## src/rtl/boot_loader_pkg.sv

```systemverilog
// Boot-state encodings shared with the boot FSM, and the loader state set.
package boot_loader_pkg;

  typedef enum logic [1:0] {
    BS_OFF    = 2'b00,
    BS_FIRST  = 2'b01,
    BS_SECOND = 2'b10,
    BS_NORMAL = 2'b11
  } boot_state_e;

  typedef enum logic [2:0] {
    LD_IDLE,
    LD_READ,
    LD_LATCH,
    LD_WRITE,
    LD_DONE,
    LD_ERROR
  } ld_state_e;

endpackage

```

## src/rtl/boot_wait_timer.sv

```systemverilog
// Per-word IMEM handshake timer: counts stalled cycles, flags the final one.
module boot_wait_timer #(
  parameter int unsigned TIMEOUT = 16
) (
  input  logic clk,
  input  logic rst_n,
  input  logic clr,
  input  logic en,
  output logic expired
);

  localparam int unsigned CW = $clog2(TIMEOUT + 1);

  logic [CW-1:0] cnt_q, cnt_d;

  // Next count: clear wins over increment.
  always_comb begin
    cnt_d = cnt_q;
    if (clr) begin
      cnt_d = '0;
    end else if (en) begin
      cnt_d = cnt_q + CW'(1);
    end
  end

  // Counter register.
  always_ff @(posedge clk or negedge rst_n) begin
    if (!rst_n) begin
      cnt_q <= '0;
    end else begin
      cnt_q <= cnt_d;
    end
  end

  // Asserted on the stalled edge that brings the count to TIMEOUT.
  assign expired = en && (cnt_q == CW'(TIMEOUT - 1));

endmodule

```

## src/rtl/boot_loader.sv

```systemverilog
// Copies the boot ROM image into IMEM once boot state is NORMAL, then
// releases the core from reset.
module boot_loader
  import boot_loader_pkg::*;
#(
  parameter int unsigned ADDR_W   = 8,
  parameter int unsigned DATA_W   = 32,
  parameter int unsigned WORDS    = 64,
  parameter int unsigned ROM_BASE = 0,
  parameter int unsigned MEM_BASE = 0,
  parameter int unsigned TIMEOUT  = 16
) (
  input  logic              clk,
  input  logic              rst_n,
  input  logic [1:0]        boot_state,
  output logic              rom_re,
  output logic [ADDR_W-1:0] rom_addr,
  input  logic [DATA_W-1:0] rom_rdata,
  output logic              mem_we,
  output logic [ADDR_W-1:0] mem_addr,
  output logic [DATA_W-1:0] mem_wdata,
  input  logic              mem_ready,
  output logic              cpu_rst_n,
  output logic              boot_done,
  output logic              boot_err
);

  localparam int unsigned CW = (WORDS > 1) ? $clog2(WORDS) : 1;

  ld_state_e         state_q, state_d;
  logic [CW-1:0]     count_q, count_d;
  logic              rom_re_q, rom_re_d;
  logic [ADDR_W-1:0] rom_addr_q, rom_addr_d;
  logic              mem_we_q, mem_we_d;
  logic [ADDR_W-1:0] mem_addr_q, mem_addr_d;
  logic [DATA_W-1:0] mem_wdata_q, mem_wdata_d;
  logic              cpu_rst_n_q, cpu_rst_n_d;
  logic              boot_done_q, boot_done_d;
  logic              boot_err_q, boot_err_d;
  logic              normal;
  logic              wait_expired;

  assign normal = (boot_state == BS_NORMAL);

  boot_wait_timer #(
    .TIMEOUT (TIMEOUT)
  ) u_wait_timer (
    .clk     (clk),
    .rst_n   (rst_n),
    .clr     (state_q != LD_WRITE),
    .en      ((state_q == LD_WRITE) && !mem_ready),
    .expired (wait_expired)
  );

  // Next state, word count and registered outputs (decoded from next state).
  always_comb begin
    state_d = state_q;
    count_d = count_q;

    case (state_q)
      LD_IDLE:  if (normal) state_d = LD_READ;
      LD_READ:  state_d = normal ? LD_LATCH : LD_IDLE;
      LD_LATCH: state_d = normal ? LD_WRITE : LD_IDLE;
      LD_WRITE: begin
        if (!normal) begin
          state_d = LD_IDLE;
        end else if (mem_ready) begin
          if (count_q == CW'(WORDS - 1)) begin
            state_d = LD_DONE;
          end else begin
            count_d = count_q + CW'(1);
            state_d = LD_READ;
          end
        end else if (wait_expired) begin
          state_d = LD_ERROR;
        end
      end
      LD_DONE:  if (!normal) state_d = LD_IDLE;
      LD_ERROR: state_d = LD_ERROR;
      default:  state_d = LD_IDLE;
    endcase

    if (state_d == LD_IDLE) count_d = '0;

    rom_re_d   = (state_d == LD_READ);
    rom_addr_d = rom_addr_q;
    if (state_d == LD_READ) rom_addr_d = ADDR_W'(ROM_BASE) + ADDR_W'(count_d);

    mem_addr_d  = mem_addr_q;
    mem_wdata_d = mem_wdata_q;
    if ((state_q == LD_LATCH) && (state_d == LD_WRITE)) begin
      mem_wdata_d = rom_rdata;
      mem_addr_d  = ADDR_W'(MEM_BASE) + ADDR_W'(count_q);
    end

    mem_we_d    = (state_d == LD_WRITE);
    cpu_rst_n_d = (state_d == LD_DONE);
    boot_done_d = (state_d == LD_DONE);
    boot_err_d  = (state_d == LD_ERROR);
  end

  // Loader FSM with registered outputs.
  always_ff @(posedge clk or negedge rst_n) begin
    if (!rst_n) begin
      state_q     <= LD_IDLE;
      count_q     <= '0;
      rom_re_q    <= 1'b0;
      rom_addr_q  <= ADDR_W'(ROM_BASE);
      mem_we_q    <= 1'b0;
      mem_addr_q  <= ADDR_W'(MEM_BASE);
      mem_wdata_q <= '0;
      cpu_rst_n_q <= 1'b0;
      boot_done_q <= 1'b0;
      boot_err_q  <= 1'b0;
    end else begin
      state_q     <= state_d;
      count_q     <= count_d;
      rom_re_q    <= rom_re_d;
      rom_addr_q  <= rom_addr_d;
      mem_we_q    <= mem_we_d;
      mem_addr_q  <= mem_addr_d;
      mem_wdata_q <= mem_wdata_d;
      cpu_rst_n_q <= cpu_rst_n_d;
      boot_done_q <= boot_done_d;
      boot_err_q  <= boot_err_d;
    end
  end

  assign rom_re    = rom_re_q;
  assign rom_addr  = rom_addr_q;
  assign mem_we    = mem_we_q;
  assign mem_addr  = mem_addr_q;
  assign mem_wdata = mem_wdata_q;
  assign cpu_rst_n = cpu_rst_n_q;
  assign boot_done = boot_done_q;
  assign boot_err  = boot_err_q;

endmodule

```

## config.mk

```make
export PLATFORM = sky130hd
export DESIGN_NAME = boot_loader
export DESIGN_NICKNAME = d
export VERILOG_FILES = /design/src/rtl/boot_loader_pkg.sv /design/src/rtl/boot_wait_timer.sv /design/src/rtl/boot_loader.sv
export SDC_FILE = /design/constraint.sdc
export NUM_CORES = 1
export LEC_CHECK = 0
export CAP_MARGIN = 20
export CORE_MARGIN = 2
export CORE_UTILIZATION = 62
export DETAILED_ROUTE_END_ITERATION = 10
export DONT_BUFFER_PORTS = 1
export GPL_ROUTABILITY_DRIVEN = 0
export PLACE_DENSITY_LB_ADDON = 0.08
export SLEW_MARGIN = 10
export SYNTH_ARGS = -nofsm -noshare
export SYNTH_HDL_FRONTEND = slang
export SYNTH_HIERARCHICAL = 1
export SYNTH_SLANG_ARGS = --single-unit
```

## constraint.sdc

```tcl
create_clock -name clk -period 2.4 [get_ports clk]
set_input_delay 0.48 -clock clk [delete_from_list [all_inputs] [get_ports clk]]
set_output_delay 0.48 -clock clk [all_outputs]
set_load 0.005 [all_outputs]
```

==> results.cfg, run 1 <==
[clock_tree]
numCtsBuffers = 9
tritoncts = yes
clock_tree.buffer_depth = 2
cts-htree-levels = 3
cts-root-buf = sky130_fd_sc_hd__clkbuf_8
cts_num_sinks = 62
cts.hold.buffers_added = 1
clk_latency_ps = 330
worst_setup_hold_path_clk_slew_ps = 70
cts_post_setup_buffers_inserted = 0
cts_repair_resize_count = 0

[global_routing]
grt_max_degree = 63
gr-usage-all-layers = 0.2071
globalRoute.totalOverflow = 0
grt_pass1_vias = 1684
global_route_wire_length_before_repair_mm = 8.142
grt_antenna_before_repair = 0

[yosys]
post_synth_top_flop = sky130_fd_sc_hd__dfrtp_1
muxShareOfSynthArea = 0.2261
synth.lib_cells_used.distinct = 41
synth.ff_latch_count = 62
largest_area_contributor_in_the_synthesized_netlist = sky130_fd_sc_hd__dfrtp_1
synth-compound-area-share = 0.04034
post_synth_edffs = 0
yosys.area.top_type_share = 0.5496
synth-async-reset-ratio = 1.000
area_share_of_xor_xnor_cells_in_the_synthesized_design = 0.006206
synth_top_cells_by_area = sky130_fd_sc_hd__dfrtp_1, sky130_fd_sc_hd__mux2_4, sky130_fd_sc_hd__mux2_2
synth-warning-count = 6
syn-instance-count = 205
synth_seq_area_share = 0.5496
avgSynthCellArea_um2 = 13.77
synth_fa_ha_area_frac = 0.01330
synth-simple-area-share = 0.1028
netlist_area_um2 = 2823
synth_top_family_by_area = multiplexers

[placed_design]
placed_cells_incl_taps = 248
pre_cts_slack_ps = 419.6
buffer_ports.inserted = 0
placedInstanceArea_um2 = 2800
detailedPlacementHpwl_mm = 3.503

[final_layout]
drive_gt1_frac = 0.3146
commonest_non_fill_non_tap_cell_in_the_layout = sky130_fd_sc_hd__dfrtp_1
layout.core_utilization = 0.6975
antennaDiodeCount = 0
layout_common_cells = sky130_fd_sc_hd__dfrtp_1, sky130_fd_sc_hd__mux2_4, sky130_fd_sc_hd__mux2_2
final_nets = 248
finish.instance_area_um2 = 3058
final_cell_count_without_fillers = 265
flow.area_growth_from_synthesis_pct = 8.333

[setup_path]
critPathLaunchType = flop
arrival_ps = 2210
crit_path_class = reg -> reg
cp.required_ps = 2610
timing.critical_path.fanout_max = 3
crit_path_end_kind = flop

[routing]
detailedRoute.firstIterationViolations = 96
antenna_violating_nets_post_route = 0
route.detailed.wl_per_inst_um = 18.75
post_drt_via_cell_ratio = 5.879
routed-via-count = 1558
drt-pass1-iter-count = 4
wl_mm = 4.968
drt_drc_violations_left = 0

[timing]
setup_tns_ps = 0
worst_hold_slack_ps = 17.46
finalWorstSetupSlack_ps = 408.1
final_hold_viol_count = 0
final-setup-viol-count = 0
max_clock_freq_mhz = 502.0
layout_min_cycle_time_ps = 1992
rsz0062_at_grt = no
finalCritPeriodShare = 0.8300
timing.final.max_slew_violations = 0
clock-skew-final_ps = 7.970

[pwr]
power.static_leakage_nw = 1.431
power.density_nw_per_um2 = 818.8
p_total_mw = 2.504
irDropWorstVdd_uv = 654.8

[floorplanning]
top_level_ports = 90
floorplan.initialDensity = 0.6438
die_w_um = 71.48
floorplan.die_area_um2 = 5109
die_h_um = 71.48
core_region_area_um2 = 4384
placement_rows = 24

[worst_hold_path]
hold_path_class = in -> async

[status]
run_status = complete, no violations

[run]
cap_violations = 0
report_power, final:
group	leakage, nW	internal [mW]	switching [mW]
Sequential	0.832	1.17	0.105
Clock	0.109	0.618	0.406
Combinational	0.490	0.134	0.0699
area by class of cell:
class | instances | area, um^2
sequential | 62 | 1551
fill | 332 | 1326
multi-input combinational | 122 | 1119
clock buffer | 10 | 137.6
clock inverter | 6 | 92.59
tap | 52 | 65.06
timing repair buffer | 3 | 55.05
inverter | 10 | 37.54
synth_stat cells (2+ instances only):
| cell type | count |
|---|---|
| sky130_fd_sc_hd__mux2_4 | 21 |
| sky130_fd_sc_hd__nand3b_4 | 2 |
| sky130_fd_sc_hd__ha_1 | 3 |
| sky130_fd_sc_hd__nand3_1 | 5 |
| sky130_fd_sc_hd__inv_1 | 9 |
| sky130_fd_sc_hd__and2_1 | 2 |
| sky130_fd_sc_hd__buf_12 | 2 |
| sky130_fd_sc_hd__a21oi_1 | 3 |
| sky130_fd_sc_hd__buf_6 | 2 |
| sky130_fd_sc_hd__nand2b_1 | 2 |
| sky130_fd_sc_hd__o21ai_0 | 4 |
| sky130_fd_sc_hd__mux2_2 | 18 |
| sky130_fd_sc_hd__nor2_1 | 16 |
| sky130_fd_sc_hd__dfrtp_1 | 62 |
| sky130_fd_sc_hd__and3_1 | 2 |
| sky130_fd_sc_hd__mux2i_1 | 12 |
| sky130_fd_sc_hd__buf_4 | 8 |
| sky130_fd_sc_hd__nor3_1 | 2 |
| sky130_fd_sc_hd__buf_2 | 2 |
| sky130_fd_sc_hd__xnor2_1 | 2 |
| sky130_fd_sc_hd__a31oi_1 | 2 |
| sky130_fd_sc_hd__nand2_1 | 5 |
cell families after synthesis:
logic type / count (synthesis)
multiplexers: 51
adder cells (fa/ha/maj): 3
other: 1
flip-flops: 62
XOR/XNOR: 2
AND/OR/NAND/NOR: 46
buffers and inverters: 24
AO/OA/AOI/OAI: 16
sequential cells by signal (all words and copies together) (netlist names):
signal / count
state_q: 3
boot_done: 1
mem_wdata: 32
u_wait_timer/cnt_q: 5
rom_addr: 6
count_q: 6
mem_addr: 6
mem_we: 1
boot_err: 1
rom_re: 1
worst max-delay path: stages, from the launching register on:
cell and delay (ps):
sky130_fd_sc_hd__dfrtp_1 440, sky130_fd_sc_hd__ha_1 260, sky130_fd_sc_hd__and3_1 180, sky130_fd_sc_hd__ha_1 170, sky130_fd_sc_hd__and2_1 150, sky130_fd_sc_hd__nor2b_1 130, sky130_fd_sc_hd__a31oi_1 160, sky130_fd_sc_hd__o32a_1 210
sky130_fd_sc_hd__inv_2 40, sky130_fd_sc_hd__and2_1 120
path summary, 6_finish.rpt:
check,start,endpoint,slack [ps],cells after the start
min reg2reg,mem_wdata[24]$_DFFE_PN0P_,mem_wdata[24]$_DFFE_PN0P_,540,1
min in group clk,rom_rdata[21],mem_wdata[21]$_DFFE_PN0P_,290,1
min,rst_n,mem_addr[1]$_DFFE_PN0P_,20,1
max in group asynchronous,rst_n,boot_done$_DFF_PN0_,2140,1
max reg2reg,u_wait_timer/cnt_q[0]$_DFFE_PN0P_,boot_done$_DFF_PN0_,410,9
max,u_wait_timer/cnt_q[0]$_DFFE_PN0P_,boot_done$_DFF_PN0_,410,9
metal layers:
layer  track usage  vias up  wire (um)
li1              -      710          -
met1        0.2571      775       1993
met2        0.3426       61       2557
met3       0.05767       12        315
met4       0.08595        0        102
met5             0        -          0
Note: power is estimated with default switching activity, not from simulation.
==> run 2: changes to the inputs <==
clock period = 1.9 ns   (was 2.4 ns; I/O delays follow)
==> results.cfg, run 2 (synthesis results as in run 1) <==
[status]
run_status = complete, no violations

[final_layout]
layout.core_utilization = 0.7197
flip_flop_count_of_the_largest_register_after_layout = 32
layout_common_cells = sky130_fd_sc_hd__dfrtp_1, sky130_fd_sc_hd__mux2_4, sky130_fd_sc_hd__mux2_2
final_nets = 256
drive_gt1_frac = 0.3620
antennaDiodeCount = 0
final_cell_count_without_fillers = 273
flow.area_growth_from_synthesis_pct = 11.79
layout.filler_cells = 290
commonest_non_fill_non_tap_cell_in_the_layout = sky130_fd_sc_hd__dfrtp_1

[timing]
final_hold_viol_count = 0
rsz0062_at_grt = no
clock-skew-final_ps = 6.524
layout_min_cycle_time_ps = 1774
timing.final.max_slew_violations = 0
setup_tns_ps = 0
finalWorstSetupSlack_ps = 125.6
max_clock_freq_mhz = 563.6
final-setup-viol-count = 0
finalCritPeriodShare = 0.9339

[floorplanning]
placement_rows = 24
die_w_um = 71.48
floorplan.die_area_um2 = 5109
core_region_area_um2 = 4384
top_level_ports = 90
floorplan.initialDensity = 0.6438
die_h_um = 71.48

[clock_tree]
cts-root-buf = sky130_fd_sc_hd__clkbuf_8
clk_latency_ps = 330
numCtsBuffers = 9
tritoncts = yes
clock_tree.buffer_depth = 2
worst_setup_hold_path_clk_slew_ps = 70
cts-htree-levels = 3
cts_num_sinks = 62

[routing]
wl_mm = 5.070
detailedRoute.firstIterationViolations = 55
drt-pass1-iter-count = 4
route.detailed.wl_per_inst_um = 18.57
antenna_violating_nets_post_route = 0
routed-via-count = 1601
drt_drc_violations_left = 0
post_drt_via_cell_ratio = 5.864

[pwr]
p_total_mw = 3.179
power_switching_share = 0.2252
power.share.clock = 0.409
power.static_leakage_nw = 1.477
power.sequential.fraction = 0.506
comb_power_share = 0.084
irDropWorstVdd_uv = 643.4
cellInternalPower_mw = 2.463
power.density_nw_per_um2 = 1008
switching_power_mw = 0.7159

[global_routing]
globalRoute.totalOverflow = 0
global_route_wire_length_before_repair_mm = 8.162
grt_pass1_vias = 1678
grt_max_degree = 63
gr-usage-all-layers = 0.2094
grt_antenna_before_repair = 0

[setup_path]
crit_path_class = reg -> reg
reg2reg_depth = 9
critPathLaunchType = flop
crit_path_end_kind = flop
arrival_ps = 2000
cp.required_ps = 2120
timing.critical_path.fanout_max = 3

[worst_hold_path]
hold_path_class = in -> reg
timing.hold.worst_path_depth = 1

[placed_design]
placed_cells_incl_taps = 252
buffer_ports.inserted = 0
detailedPlacementHpwl_mm = 3.488
pre_cts_slack_ps = 35.40

[run]
cap_violations = 0
[run 2: cell count changes in the layout (fill, tap and decap cells not counted), moves of 2 or more]
| cell | change |
|---|---|
| sky130_fd_sc_hd__buf_4 | +7 |
| sky130_fd_sc_hd__and2_1 | -2 |
| sky130_fd_sc_hd__and2_4 | +2 |
| sky130_fd_sc_hd__ha_1 | -2 |
[run 2: layer usage]
layer / vias up / GRT usage / part of all wire
li1: 728 / - / -
met1: 801 / 0.2752 / 0.43
met2: 66 / 0.3210 / 0.50
met3: 6 / 0.07032 / 0.066
met4: 0 / 0.08805 / 0.010
met5: - / 0 / 0
[run 2: what timing repair did]
| action | CTS | global route |
|---|---|---|
| hold buffers | 2 | 0 |
| gates resized for setup | 0 | 8 |
| hold endpoints to repair | 62 | 0 |
| setup buffers | 0 | 3 |
| endpoints found under the setup margin | 0 | 3 |
[run 2: layout make-up]
class | instances | area (um^2) | area share
flip-flops and latches | 62 | 1551 | 0.4917
multi-input cells | 122 | 1151 | 0.3648
clock buffers | 11 | 151.4 | 0.04798
repair buffers | 11 | 117.6 | 0.03727
clock inverters | 5 | 81.33 | 0.02577
well taps | 52 | 65.06 | 0.02062
inverters | 10 | 37.54 | 0.01190
[run 2: worst max-delay path, stage by stage (launching register included)]
cell and delay (ps):
sky130_fd_sc_hd__dfrtp_1 390, sky130_fd_sc_hd__ha_2 200, sky130_fd_sc_hd__and3_4 180, sky130_fd_sc_hd__ha_4 150
sky130_fd_sc_hd__and2_4 130, sky130_fd_sc_hd__nor2b_4 110, sky130_fd_sc_hd__a31oi_1 150, sky130_fd_sc_hd__o32a_1 200
sky130_fd_sc_hd__inv_2 40, sky130_fd_sc_hd__and2_4 120
[run 2: stage by stage]
step           hold slack (ps)  area, um^2
2_1_floorplan            84.41        2834
3_3_place_gp             85.58        2830
3_5_place_dp             85.61        2830
4_1_cts                  179.4        3100
5_1_grt                  176.7        3156
6_report                 193.1        3156
[run 2: final timing paths]
| kind | slack, ps | end | from |
|---|---|---|---|
| setup / recovery | 130 | boot_done$_DFF_PN0_ | u_wait_timer/cnt_q[1]$_DFFE_PN0P_ |
| hold / removal | 190 | mem_wdata[31]$_DFFE_PN0P_ | rom_rdata[31] |
| setup reg to reg | 130 | boot_done$_DFF_PN0_ | u_wait_timer/cnt_q[1]$_DFFE_PN0P_ |
| hold reg to reg | 540 | mem_wdata[29]$_DFFE_PN0P_ | mem_wdata[29]$_DFFE_PN0P_ |
| max in group asynchronous | 1050 | u_wait_timer/cnt_q[0]$_DFFE_PN0P_ | rst_n |
| min in group asynchronous | 590 | count_q[1]$_DFF_PN0_ | rst_n |
[run 2: power groups by stage]
stage / Clock [mW] / Sequential (mW) / Combinational, mW
2_1_floorplan: 0 / 1.59 / 0.223
3_3_place_gp: 0 / 1.63 / 0.223
3_5_place_dp: 0 / 1.64 / 0.238
4_1_cts: 1.33 / 1.61 / 0.274
5_1_grt: 1.39 / 1.63 / 0.294
6_report: 1.30 / 1.61 / 0.269
